## src/rtl/ex_mem_pkg.sv

```systemverilog
// Shared definitions for the EX->MEM skid pipeline register.
// Default field widths, the 2-bit occupancy state encoding and the
// payload layout (writeback bundle followed by memory bundle).
package ex_mem_pkg;

    localparam int REG_ADDR_W_DEF = 5;
    localparam int DATA_W_DEF     = 32;
    localparam int MEM_ADDR_W_DEF = 32;
    localparam int ALUOP_W_DEF    = 8;

    // Occupancy of the two-entry buffer (main slot + hidden skid slot)
    typedef enum logic [1:0] {
        ST_EMPTY = 2'd0,
        ST_ONE   = 2'd1,
        ST_FULL  = 2'd2
    } skid_state_e;

    // Payload layout at default widths; the top builds the same field order
    // with its own parameter values.
    typedef struct packed {
        logic [REG_ADDR_W_DEF-1:0] waddr;
        logic                      we;
        logic [DATA_W_DEF-1:0]     wdata;
        logic [MEM_ADDR_W_DEF-1:0] mem_addr;
        logic [ALUOP_W_DEF-1:0]    aluop;
        logic [DATA_W_DEF-1:0]     rt_data;
    } ex_mem_payload_t;

    // Total payload width for a given set of field widths
    function automatic int payload_width(input int addr_w, input int data_w,
                                         input int maddr_w, input int op_w);
        return addr_w + 1 + data_w + maddr_w + op_w + data_w;
    endfunction

endpackage

```

## src/rtl/ex_mem_slot.sv

```systemverilog
// One payload register with clear / load / hold controls.
// Clear wins over load so an emptied slot always shows an all-zero NOP.
module ex_mem_slot
    import ex_mem_pkg::*;
#(
    parameter int W = payload_width(REG_ADDR_W_DEF, DATA_W_DEF,
                                    MEM_ADDR_W_DEF, ALUOP_W_DEF)
) (
    input  logic         clk,
    input  logic         rst_n,
    input  logic         clr,
    input  logic         load,
    input  logic [W-1:0] d,
    output logic [W-1:0] q
);

    logic [W-1:0] q_r;

    // Payload register: reset/clear to zero, otherwise load or hold
    always_ff @(posedge clk) begin
        if (!rst_n) begin
            q_r <= {W{1'b0}};
        end else if (clr) begin
            q_r <= {W{1'b0}};
        end else if (load) begin
            q_r <= d;
        end else begin
            q_r <= q_r;
        end
    end

    assign q = q_r;

endmodule

```

## src/rtl/ex_mem_skid.sv

```systemverilog
// EX->MEM pipeline register with valid/ready handshake and a one-entry skid
// slot. ex_ready is a flop (NOT skid occupied), so MEM back-pressure never
// reaches EX combinationally. Flush kills both slots and any offered op.
// Optional macro EX_MEM_SKID_PERF_EN adds saturating stall/bubble counters.
module ex_mem_skid
    import ex_mem_pkg::*;
#(
    parameter int REG_ADDR_W = REG_ADDR_W_DEF,
    parameter int DATA_W     = DATA_W_DEF,
    parameter int MEM_ADDR_W = MEM_ADDR_W_DEF,
    parameter int ALUOP_W    = ALUOP_W_DEF
) (
    input  logic                  clk,
    input  logic                  rst_n,
    input  logic                  flush,
    input  logic                  ex_valid,
    output logic                  ex_ready,
    input  logic [REG_ADDR_W-1:0] ex_waddr,
    input  logic                  ex_we,
    input  logic [DATA_W-1:0]     ex_wdata,
    input  logic [MEM_ADDR_W-1:0] ex_mem_addr,
    input  logic [ALUOP_W-1:0]    ex_mem_aluop,
    input  logic [DATA_W-1:0]     ex_rt_data,
    output logic                  mem_valid,
    input  logic                  mem_ready,
    output logic [REG_ADDR_W-1:0] mem_waddr,
    output logic                  mem_we,
    output logic [DATA_W-1:0]     mem_wdata,
    output logic [MEM_ADDR_W-1:0] mem_mem_addr,
    output logic [ALUOP_W-1:0]    mem_mem_aluop,
    output logic [DATA_W-1:0]     mem_rt_data
`ifdef EX_MEM_SKID_PERF_EN
    ,
    output logic [31:0]           perf_stall_cnt,
    output logic [31:0]           perf_bubble_cnt
`endif
);

    typedef struct packed {
        logic [REG_ADDR_W-1:0] waddr;
        logic                  we;
        logic [DATA_W-1:0]     wdata;
        logic [MEM_ADDR_W-1:0] mem_addr;
        logic [ALUOP_W-1:0]    aluop;
        logic [DATA_W-1:0]     rt_data;
    } payload_t;

    localparam int PAYLOAD_W = $bits(payload_t);

    skid_state_e state_r;
    skid_state_e state_nxt_s;
    logic        ex_ready_r;
    logic        mem_valid_r;

    logic        in_fire_s;
    logic        out_fire_s;
    logic        main_load_s;
    logic        main_clr_s;
    logic        main_from_skid_s;
    logic        skid_load_s;
    logic        skid_clr_s;

    payload_t    ex_payload_s;
    payload_t    main_d_s;
    payload_t    main_q_s;
    payload_t    skid_q_s;

    assign in_fire_s  = ex_valid & ex_ready_r;
    assign out_fire_s = mem_valid_r & mem_ready;

    // Gather the EX-side fields into one payload word
    always_comb begin
        ex_payload_s          = '0;
        ex_payload_s.waddr    = ex_waddr;
        ex_payload_s.we       = ex_we;
        ex_payload_s.wdata    = ex_wdata;
        ex_payload_s.mem_addr = ex_mem_addr;
        ex_payload_s.aluop    = ex_mem_aluop;
        ex_payload_s.rt_data  = ex_rt_data;
    end

    // Next-state and slot-control decode; flush overrides any handshake
    always_comb begin
        state_nxt_s      = state_r;
        main_load_s      = 1'b0;
        main_clr_s       = 1'b0;
        main_from_skid_s = 1'b0;
        skid_load_s      = 1'b0;
        skid_clr_s       = 1'b0;
        if (flush) begin
            main_clr_s  = 1'b1;
            skid_clr_s  = 1'b1;
            state_nxt_s = ST_EMPTY;
        end else begin
            case (state_r)
                ST_EMPTY: begin
                    if (in_fire_s) begin
                        main_load_s = 1'b1;
                        state_nxt_s = ST_ONE;
                    end else begin
                        state_nxt_s = ST_EMPTY;
                    end
                end
                ST_ONE: begin
                    if (in_fire_s && out_fire_s) begin
                        main_load_s = 1'b1;
                        state_nxt_s = ST_ONE;
                    end else if (out_fire_s) begin
                        // Main drains with nothing behind it: show a NOP
                        main_clr_s  = 1'b1;
                        state_nxt_s = ST_EMPTY;
                    end else if (in_fire_s) begin
                        skid_load_s = 1'b1;
                        state_nxt_s = ST_FULL;
                    end else begin
                        state_nxt_s = ST_ONE;
                    end
                end
                ST_FULL: begin
                    if (out_fire_s) begin
                        main_load_s      = 1'b1;
                        main_from_skid_s = 1'b1;
                        skid_clr_s       = 1'b1;
                        state_nxt_s      = ST_ONE;
                    end else begin
                        state_nxt_s = ST_FULL;
                    end
                end
                default: begin
                    // Unreachable encoding: recover to a clean empty stage
                    main_clr_s  = 1'b1;
                    skid_clr_s  = 1'b1;
                    state_nxt_s = ST_EMPTY;
                end
            endcase
        end
    end

    // Main slot input: refill from the skid entry when draining from FULL
    always_comb begin
        if (main_from_skid_s) begin
            main_d_s = skid_q_s;
        end else begin
            main_d_s = ex_payload_s;
        end
    end

    // Occupancy FSM with registered handshake outputs
    always_ff @(posedge clk) begin
        if (!rst_n) begin
            state_r     <= ST_EMPTY;
            mem_valid_r <= 1'b0;
            ex_ready_r  <= 1'b1;
        end else begin
            state_r     <= state_nxt_s;
            mem_valid_r <= (state_nxt_s != ST_EMPTY);
            ex_ready_r  <= (state_nxt_s != ST_FULL);
        end
    end

    ex_mem_slot #(.W(PAYLOAD_W)) u_main_slot (
        .clk   (clk),
        .rst_n (rst_n),
        .clr   (main_clr_s),
        .load  (main_load_s),
        .d     (main_d_s),
        .q     (main_q_s)
    );

    ex_mem_slot #(.W(PAYLOAD_W)) u_skid_slot (
        .clk   (clk),
        .rst_n (rst_n),
        .clr   (skid_clr_s),
        .load  (skid_load_s),
        .d     (ex_payload_s),
        .q     (skid_q_s)
    );

    assign ex_ready      = ex_ready_r;
    assign mem_valid     = mem_valid_r;
    assign mem_waddr     = main_q_s.waddr;
    assign mem_we        = main_q_s.we;
    assign mem_wdata     = main_q_s.wdata;
    assign mem_mem_addr  = main_q_s.mem_addr;
    assign mem_mem_aluop = main_q_s.aluop;
    assign mem_rt_data   = main_q_s.rt_data;

`ifdef EX_MEM_SKID_PERF_EN
    logic [31:0] perf_stall_r;
    logic [31:0] perf_bubble_r;

    // Saturating count of cycles MEM holds a valid op without accepting it
    always_ff @(posedge clk) begin
        if (!rst_n) begin
            perf_stall_r <= 32'd0;
        end else if (mem_valid_r && !mem_ready && (perf_stall_r != 32'hFFFF_FFFF)) begin
            perf_stall_r <= perf_stall_r + 32'd1;
        end else begin
            perf_stall_r <= perf_stall_r;
        end
    end

    // Saturating count of cycles the MEM side sees no valid op
    always_ff @(posedge clk) begin
        if (!rst_n) begin
            perf_bubble_r <= 32'd0;
        end else if (!mem_valid_r && (perf_bubble_r != 32'hFFFF_FFFF)) begin
            perf_bubble_r <= perf_bubble_r + 32'd1;
        end else begin
            perf_bubble_r <= perf_bubble_r;
        end
    end

    assign perf_stall_cnt  = perf_stall_r;
    assign perf_bubble_cnt = perf_bubble_r;
`endif

endmodule

```

## config.mk

```make
export PLATFORM = sky130hd
export DESIGN_NAME = ex_mem_skid
export DESIGN_NICKNAME = d
export VERILOG_FILES = /design/src/rtl/ex_mem_pkg.sv /design/src/rtl/ex_mem_slot.sv /design/src/rtl/ex_mem_skid.sv
export SDC_FILE = /design/constraint.sdc
export NUM_CORES = 1
export LEC_CHECK = 0
export BUFFER_PORTS_ARGS = -buffer_cell sky130_fd_sc_hd__buf_2
export CAP_MARGIN = 20
export CELL_PAD_IN_SITES_DETAIL_PLACEMENT = 1
export CELL_PAD_IN_SITES_GLOBAL_PLACEMENT = 1
export CORE_ASPECT_RATIO = 0.6
export CORE_MARGIN = 3
export CORE_UTILIZATION = 39
export CTS_CLUSTER_SIZE = 10
export DETAILED_ROUTE_END_ITERATION = 6
export PLACE_DENSITY_LB_ADDON = 0.08
export SYNTH_ARGS = -nofsm -noshare
export SYNTH_HDL_FRONTEND = slang
export SYNTH_SLANG_ARGS = --single-unit
```

## constraint.sdc

```tcl
create_clock -name clk -period 1.9 [get_ports clk]
set_clock_uncertainty 0.15 [all_clocks]
set_input_delay 0.285 -clock clk [delete_from_list [all_inputs] [get_ports clk]]
set_output_delay 0.285 -clock clk [all_outputs]
set_load 0.005 [all_outputs]
```

== Word-level counts from Yosys, hierarchy flattened ==
Index checks and enable logic that the tools add are counted.

* Input bits: 115
* Register bits after elaboration: 224
* Word-level logic and storage cells: 42
* Output and inout bits: 112

* Reductions and logical operators: 7
* Multiplexer cells: 24
* Equal/unequal tests: 3
* Bitwise operators: 3

{| class="wikitable"
|+ Operators by type and width
! cell !! count
|-
| two-way mux 110 bit || 1
|-
| two-way mux 1 bit || 14
|-
| two-way mux 2 bit || 5
|-
| OR reduction 2 bit || 4
|-
| one-hot mux 2 bit (3 select lines) || 1
|-
| one-hot mux 1 bit (2 select lines) || 2
|-
| one-hot mux 1 bit (3 select lines) || 1
|-
| AND 1 bit || 2
|-
| equality test 2 x 1 -> 1 bit (second input constant) || 1
|-
| equality test 2 bit (second input constant) || 1
|-
| zero test 2 bit || 1
|-
| != test 2 bit (second input constant) || 1
|-
| nonzero test 2 bit || 1
|-
| logical AND 1 bit || 1
|-
| NOT 1 bit || 1
|}

== Depth between registers and ports, before layout ==
* Word-level depth: 7
* Mapped depth: 6
* Gate-level depth less buffers: 4

== Cells and area by module ==
From an unflattened synthesis, not the netlist that was laid out.

* Cells, all modules: 862
* Area total of the unflattened synthesis: 10110.9 µm²

{| class="wikitable"
|+ By module, submodules not included
! module !! cells an instance !! area an instance (µm²) !! instances !! sequential area each (µm²)
|-
| ex_mem_slot || 355 || 4002.6 || 2 || 2202.1
|-
| ex_mem_skid || 152 || 2105.8 || 1 || 80.1
|}

== Least setup slack after synthesis ==
No wires, ideal clock.

* Path type: register -> register
* Start: register state_r[0]
* End: register u_skid_slot.q_r[0] (netlist: u_skid_slot.q[0])
* Data required time: 1.618 ns
* Setup time: 0.132 ns
* Cell stages (with the launch flop): 7
* Arrival: 1.453 ns
* Path slack: 0.165 ns
* Clock period less this slack: 1.735 ns
* Buffers on the path: 2
* Cells stage by stage: dfxtp_1 a21bo_2 or4_1 buf_6 buf_6 nand2_1 a21oi_1

* Word-level cells in the longest chain between the ends: 5
* Elaborated cells between the ends (all ways): 9
* Those cells by class: eq/ne: 2; mux: 4; reduce/logical: 3

{| class="wikitable"
|+ RTL lines
! what !! RTL line !! text
|-
| start: declaration || ex_mem_skid.sv:50 || <nowiki>skid_state_e state_r;</nowiki>
|-
| start signal: assignment || ex_mem_skid.sv:155 || <nowiki>state_r <= state_nxt_s;</nowiki>
|-
| equality test 2 x 1 -> 1 bit or zero test 2 bit (tied branches) || ex_mem_skid.sv:95 || <nowiki>case (state_r)</nowiki>
|-
| OR reduction 2 bit (no source line) || - ||
|-
| one-hot mux 1 bit (2 select lines) || ex_mem_skid.sv:95 ||
|-
| two-way mux 1 bit || ex_mem_skid.sv:90 || <nowiki>if (flush) begin</nowiki>
|-
| OR reduction 2 bit (no source line) || - ||
|-
| end signal: assignment || ex_mem_slot.sv:22 || <nowiki>q_r <= {W{1'b0}};</nowiki>
|-
| end signal: assignment || ex_mem_slot.sv:24 || <nowiki>q_r <= {W{1'b0}};</nowiki>
|-
| end signal: assignment || ex_mem_slot.sv:28 || <nowiki>q_r <= q_r;</nowiki>
|-
| end: declaration || ex_mem_slot.sv:17 || <nowiki>logic [W-1:0] q_r;</nowiki>
|}

Several ways; a longest one is shown, not always the timed one.
A chain may end at the register's enable or synchronous reset.

== Worst setup path after layout ==
* Start: register state_r[0]
* End: register u_main_slot.q_r[108] (netlist: u_main_slot.q[108])

* Word-level cells in the longest chain between the ends: 5
* Elaborated cells between the ends (all ways): 12
* Those cells by class: eq/ne: 2; mux: 7; reduce/logical: 3

{| class="wikitable"
|+ RTL lines
! what !! RTL line
|-
| equality test 2 bit or zero test 2 bit (tied branches) || ex_mem_skid.sv:95
|-
| OR reduction 2 bit (no source line) || -
|-
| one-hot mux 1 bit (2 select lines) || ex_mem_skid.sv:95
|-
| two-way mux 1 bit || ex_mem_skid.sv:90
|-
| OR reduction 2 bit (no source line) || -
|-
| end signal: assignment || ex_mem_slot.sv:22
|-
| end signal: assignment || ex_mem_slot.sv:24
|-
| end signal: assignment || ex_mem_slot.sv:28
|-
| end: declaration || ex_mem_slot.sv:17
|}

Several ways; a longest one is shown, not always the timed one.

==> summary.md <==
| Metric | Value |
|---|---|
| Run status | finished clean |
| Post-synth top area share | 0.503 |
| Post-synth EDFFs | 0 |
| H-tree Lvls | 1 |
| Layout cells sized above 1 | 0.249 |
| Clock slew at reported path FFs | 0.06 ns |
| #FFs+latches synth | about 220 |
| Syn Nets | 1111 |
| Post-route cell area | 12800 µm² |
| Post-synthesis sequential area ratio | 0.503 |
| Multi-input gate area | 3970 µm² |
| Slowest cell delay on critical path | 0.33 ns |
| Overall routing resource usage | 0.228 |
| Overflow after GRT | 0 |
| Netlist cell types | 25 |
| Cts bufs inserted | 26 |
| Initial DRC Count | 307 |
| Final nets | 1450 |
| Worst Path Required | 2.14 ns |
| Routed WL per cell | 19.6 µm |
| Row count | 42 |
| Worst setup SP type | flip-flop |
| Initial antenna violation count | 0 |
| Crit path max-delay cell type | dfxtp_2 |
| CTS max path bufs | 3 |
| CTS Sinks | 224 |
| DRC | 0 |
| Synth Area in XOR/XNOR | 0.000983 |
| Post-synthesis mux area share | 0.125 |
| Synth top area cells | dfxtp_1 50%, mux2i_1 12%, nand2_1 9.4% |
| Largest family of logic cells by synthesized area | compound AO/OA/AOI/OAI gates |
| Clock Latency Late Sink | 0.51 ns |
| Hold slack | 0.0997 ns |
| Endpoints failing setup | 0 |
| Fin cells | ~1600 |
| Final WL | approximately 32000 µm |
| Worst slew pin tran | 0.378 ns |
| RSZ-0062 raised after global routing | yes |
| Average cell area after synthesis | 8.95 µm² |
| Crit path cell chain | nand4b_1 > buf_4 > o31ai_4 > nor2b_4 > buf_12 > buf_6 > a211oi_1 |
| Post-DP HPWL | 18100 µm |
| Post-synthesis compound-gate area fraction | 0.161 |
| Synthesis Warnings | 0 |
| Synth cell count leaders | 224 x dfxtp_1, 222 x nand2_1, 114 x nor2_1 |
| Largest net degree at the start of global routing | between 60 and 70 |
| Critical Path AT | 2.12 ns |
| Routed via count | 8400 |
| Crit-path leading delay family | buffers and inverters |
| Max Freq | 532 MHz |
| Area leader, netlist | dfxtp_1 |
| Main synth FF type | dfxtp_1 |
| Count leader, synth | dfxtp_1 |
| Crit path kind | reg -> reg |
| Nature of the critical path endpoint | flip-flop |
| Crit Path Max Fanout | 11 |
| Syn Inst Count | 996 |
| Adder-Cell Fraction of Synth Area | 0 |
| Register area | ~4500 µm² |
| Slew headroom | 0.745 |
| ANT nets after route | 0 |
| Ports | 227 |
| Global-route wire length before repair | ~46000 µm |
| Lkg Pwr | 4.92 nW |
| PD cells | 831 nW/µm² |
| Core area | 22200 µm² |
| Worst vdd rail ir drop | about 0.58 mV |
| Post-Syn Area | 8910 µm² |
| Placer Congestion | ~0.8 |
| Placed Cells | 1485 |
| Drt first pass iters | 4 |
| Starting Density | 0.401 |
| Syn-to-layout area delta | 43.6% |
| Ys async rst share | 0 |
| Filler cell count | 2554 |
| Port Buffers | ~230 |
| CP Buf/Inv Count | 3 |
| Die height | 123 µm |
| Placed cell area | between 10000 and 15000 µm² |
| Worst min path class | in -> reg |
| Fin. max-slew vios | 0 |
| Part of the cycle the worst path needs | 0.988 |
| Max Cap Viol | 0 |
| Die width | 201 µm |
| Root Buffer | clkbuf_16 |
| Final core utilization | 0.576 |
| TritonCTS clock tree | done |
| Simple-gate share of the synthesized area | 0.148 |
| Vias/cell | 5.11 |
| Antenna cells | 0 |
| Die Area | ~25000 µm² |
| Vias in the first global route | 8583 |
| Post-layout min period | 1.88 ns |
| Hold Vio Cnt, Final | 0 |
## layout make-up
type | instances | area share
clock buffer | 29 | 0.0542
tap | 308 | 0.0301
multi-input combinational | 686 | 0.310
timing repair buffer | 396 | 0.254
clock inverter | 1 | 0.000391
sequential | 224 | 0.351
inverter | 1 | 0.000293
## cells in the final DEF, fill, tap and decap left out, types with 2 or more instances in the layout
cell and instances:
a211oi_1 103, a211oi_2 7, a21oi_1 113, buf_12 26, buf_16 3, buf_2 226
buf_4 16, buf_6 4, clkbuf_16 36, dfxtp_1 222, dfxtp_2 2, dlygate4sd3_1 111
mux2i_1 109, mux2i_2 2, nand2_1 221, nor2_1 113
## tightest hold or removal path, stage by stage
cell and delay (ns):
buf_2 0.11, and2_1 0.15, buf_4 0.13, nor3_1 0.04
## power by group
group | leakage (nW) | total, mW | switching (mW) | internal (mW)
Combinational | 2.76 | 1.34 | 0.693 | 0.648
Clock | 0.345 | 4.37 | 1.84 | 2.53
Sequential | 1.82 | 4.92 | 0.0828 | 4.84
Total | 4.92 | 10.6 | 2.62 | 8.02
## per-layer routing
layer | vias to the layer above | wire length (µm) | global-route usage
li1 | 4075 | - | -
met1 | 4099 | 15100 | 0.305
met2 | 194 | 15100 | 0.396
met3 | 32 | 1570 | 0.0392
met4 | 0 | 423 | 0.0416
met5 | - | 0 | 0
## what timing repair did
action	4_1_cts	5_1_grt
hold buffers	111	0
buffers inserted	0	4
endpoints found under the setup margin	0	153
gates resized for setup	0	21
endpoints found under the hold margin	215	0
## per-stage QoR
stage | setup WS, ns | power, mW | TNS (ns)
floorplan | 0.165 | 5.48 | 0
global placement | 0.100 | 5.98 | 0
detailed placement | 0.0260 | 6.00 | 0
CTS | 0.0152 | 10.6 | 0
global route | -0.0783 | 11.1 | -6.02
finish | 0.0219 | 10.6 | 0
## final timing paths
kind / from / end / slack [ns] / cells after the start
min reg2reg: u_skid_slot.q[14]$_SDFFE_PP0P_ / u_skid_slot.q[14]$_SDFFE_PP0P_ / 0.30 / 2
max reg2reg: state_r[0]$_SDFF_PN0_ / u_main_slot.q[108]$_SDFFE_PP0P_ / 0.02 / 7
min: mem_ready / state_r[1]$_SDFF_PN0_ / 0.1 / 4
max: state_r[0]$_SDFF_PN0_ / u_main_slot.q[108]$_SDFFE_PP0P_ / 0.02 / 7
## flip-flops by register name, indices dropped and copies added (netlist names)
register / count
u_skid_slot.q: 110
u_main_slot.q: 110
state_r: 2
mem_valid: 1
ex_ready: 1
## cell families (layout without fill, tap and decap cells)
| kind of cell | count (synthesis) | after routing |
|---|---|---|
| AND/OR/NAND/NOR | 345 | 345 |
| AO/OA/AOI/OAI | 229 | 229 |
| flip-flops | 224 | 224 |
| multiplexers | 111 | 111 |
| buffers and inverters | 86 | 427 |
| XOR/XNOR | 1 | 1 |
Power figures use the tool's default switching activity.
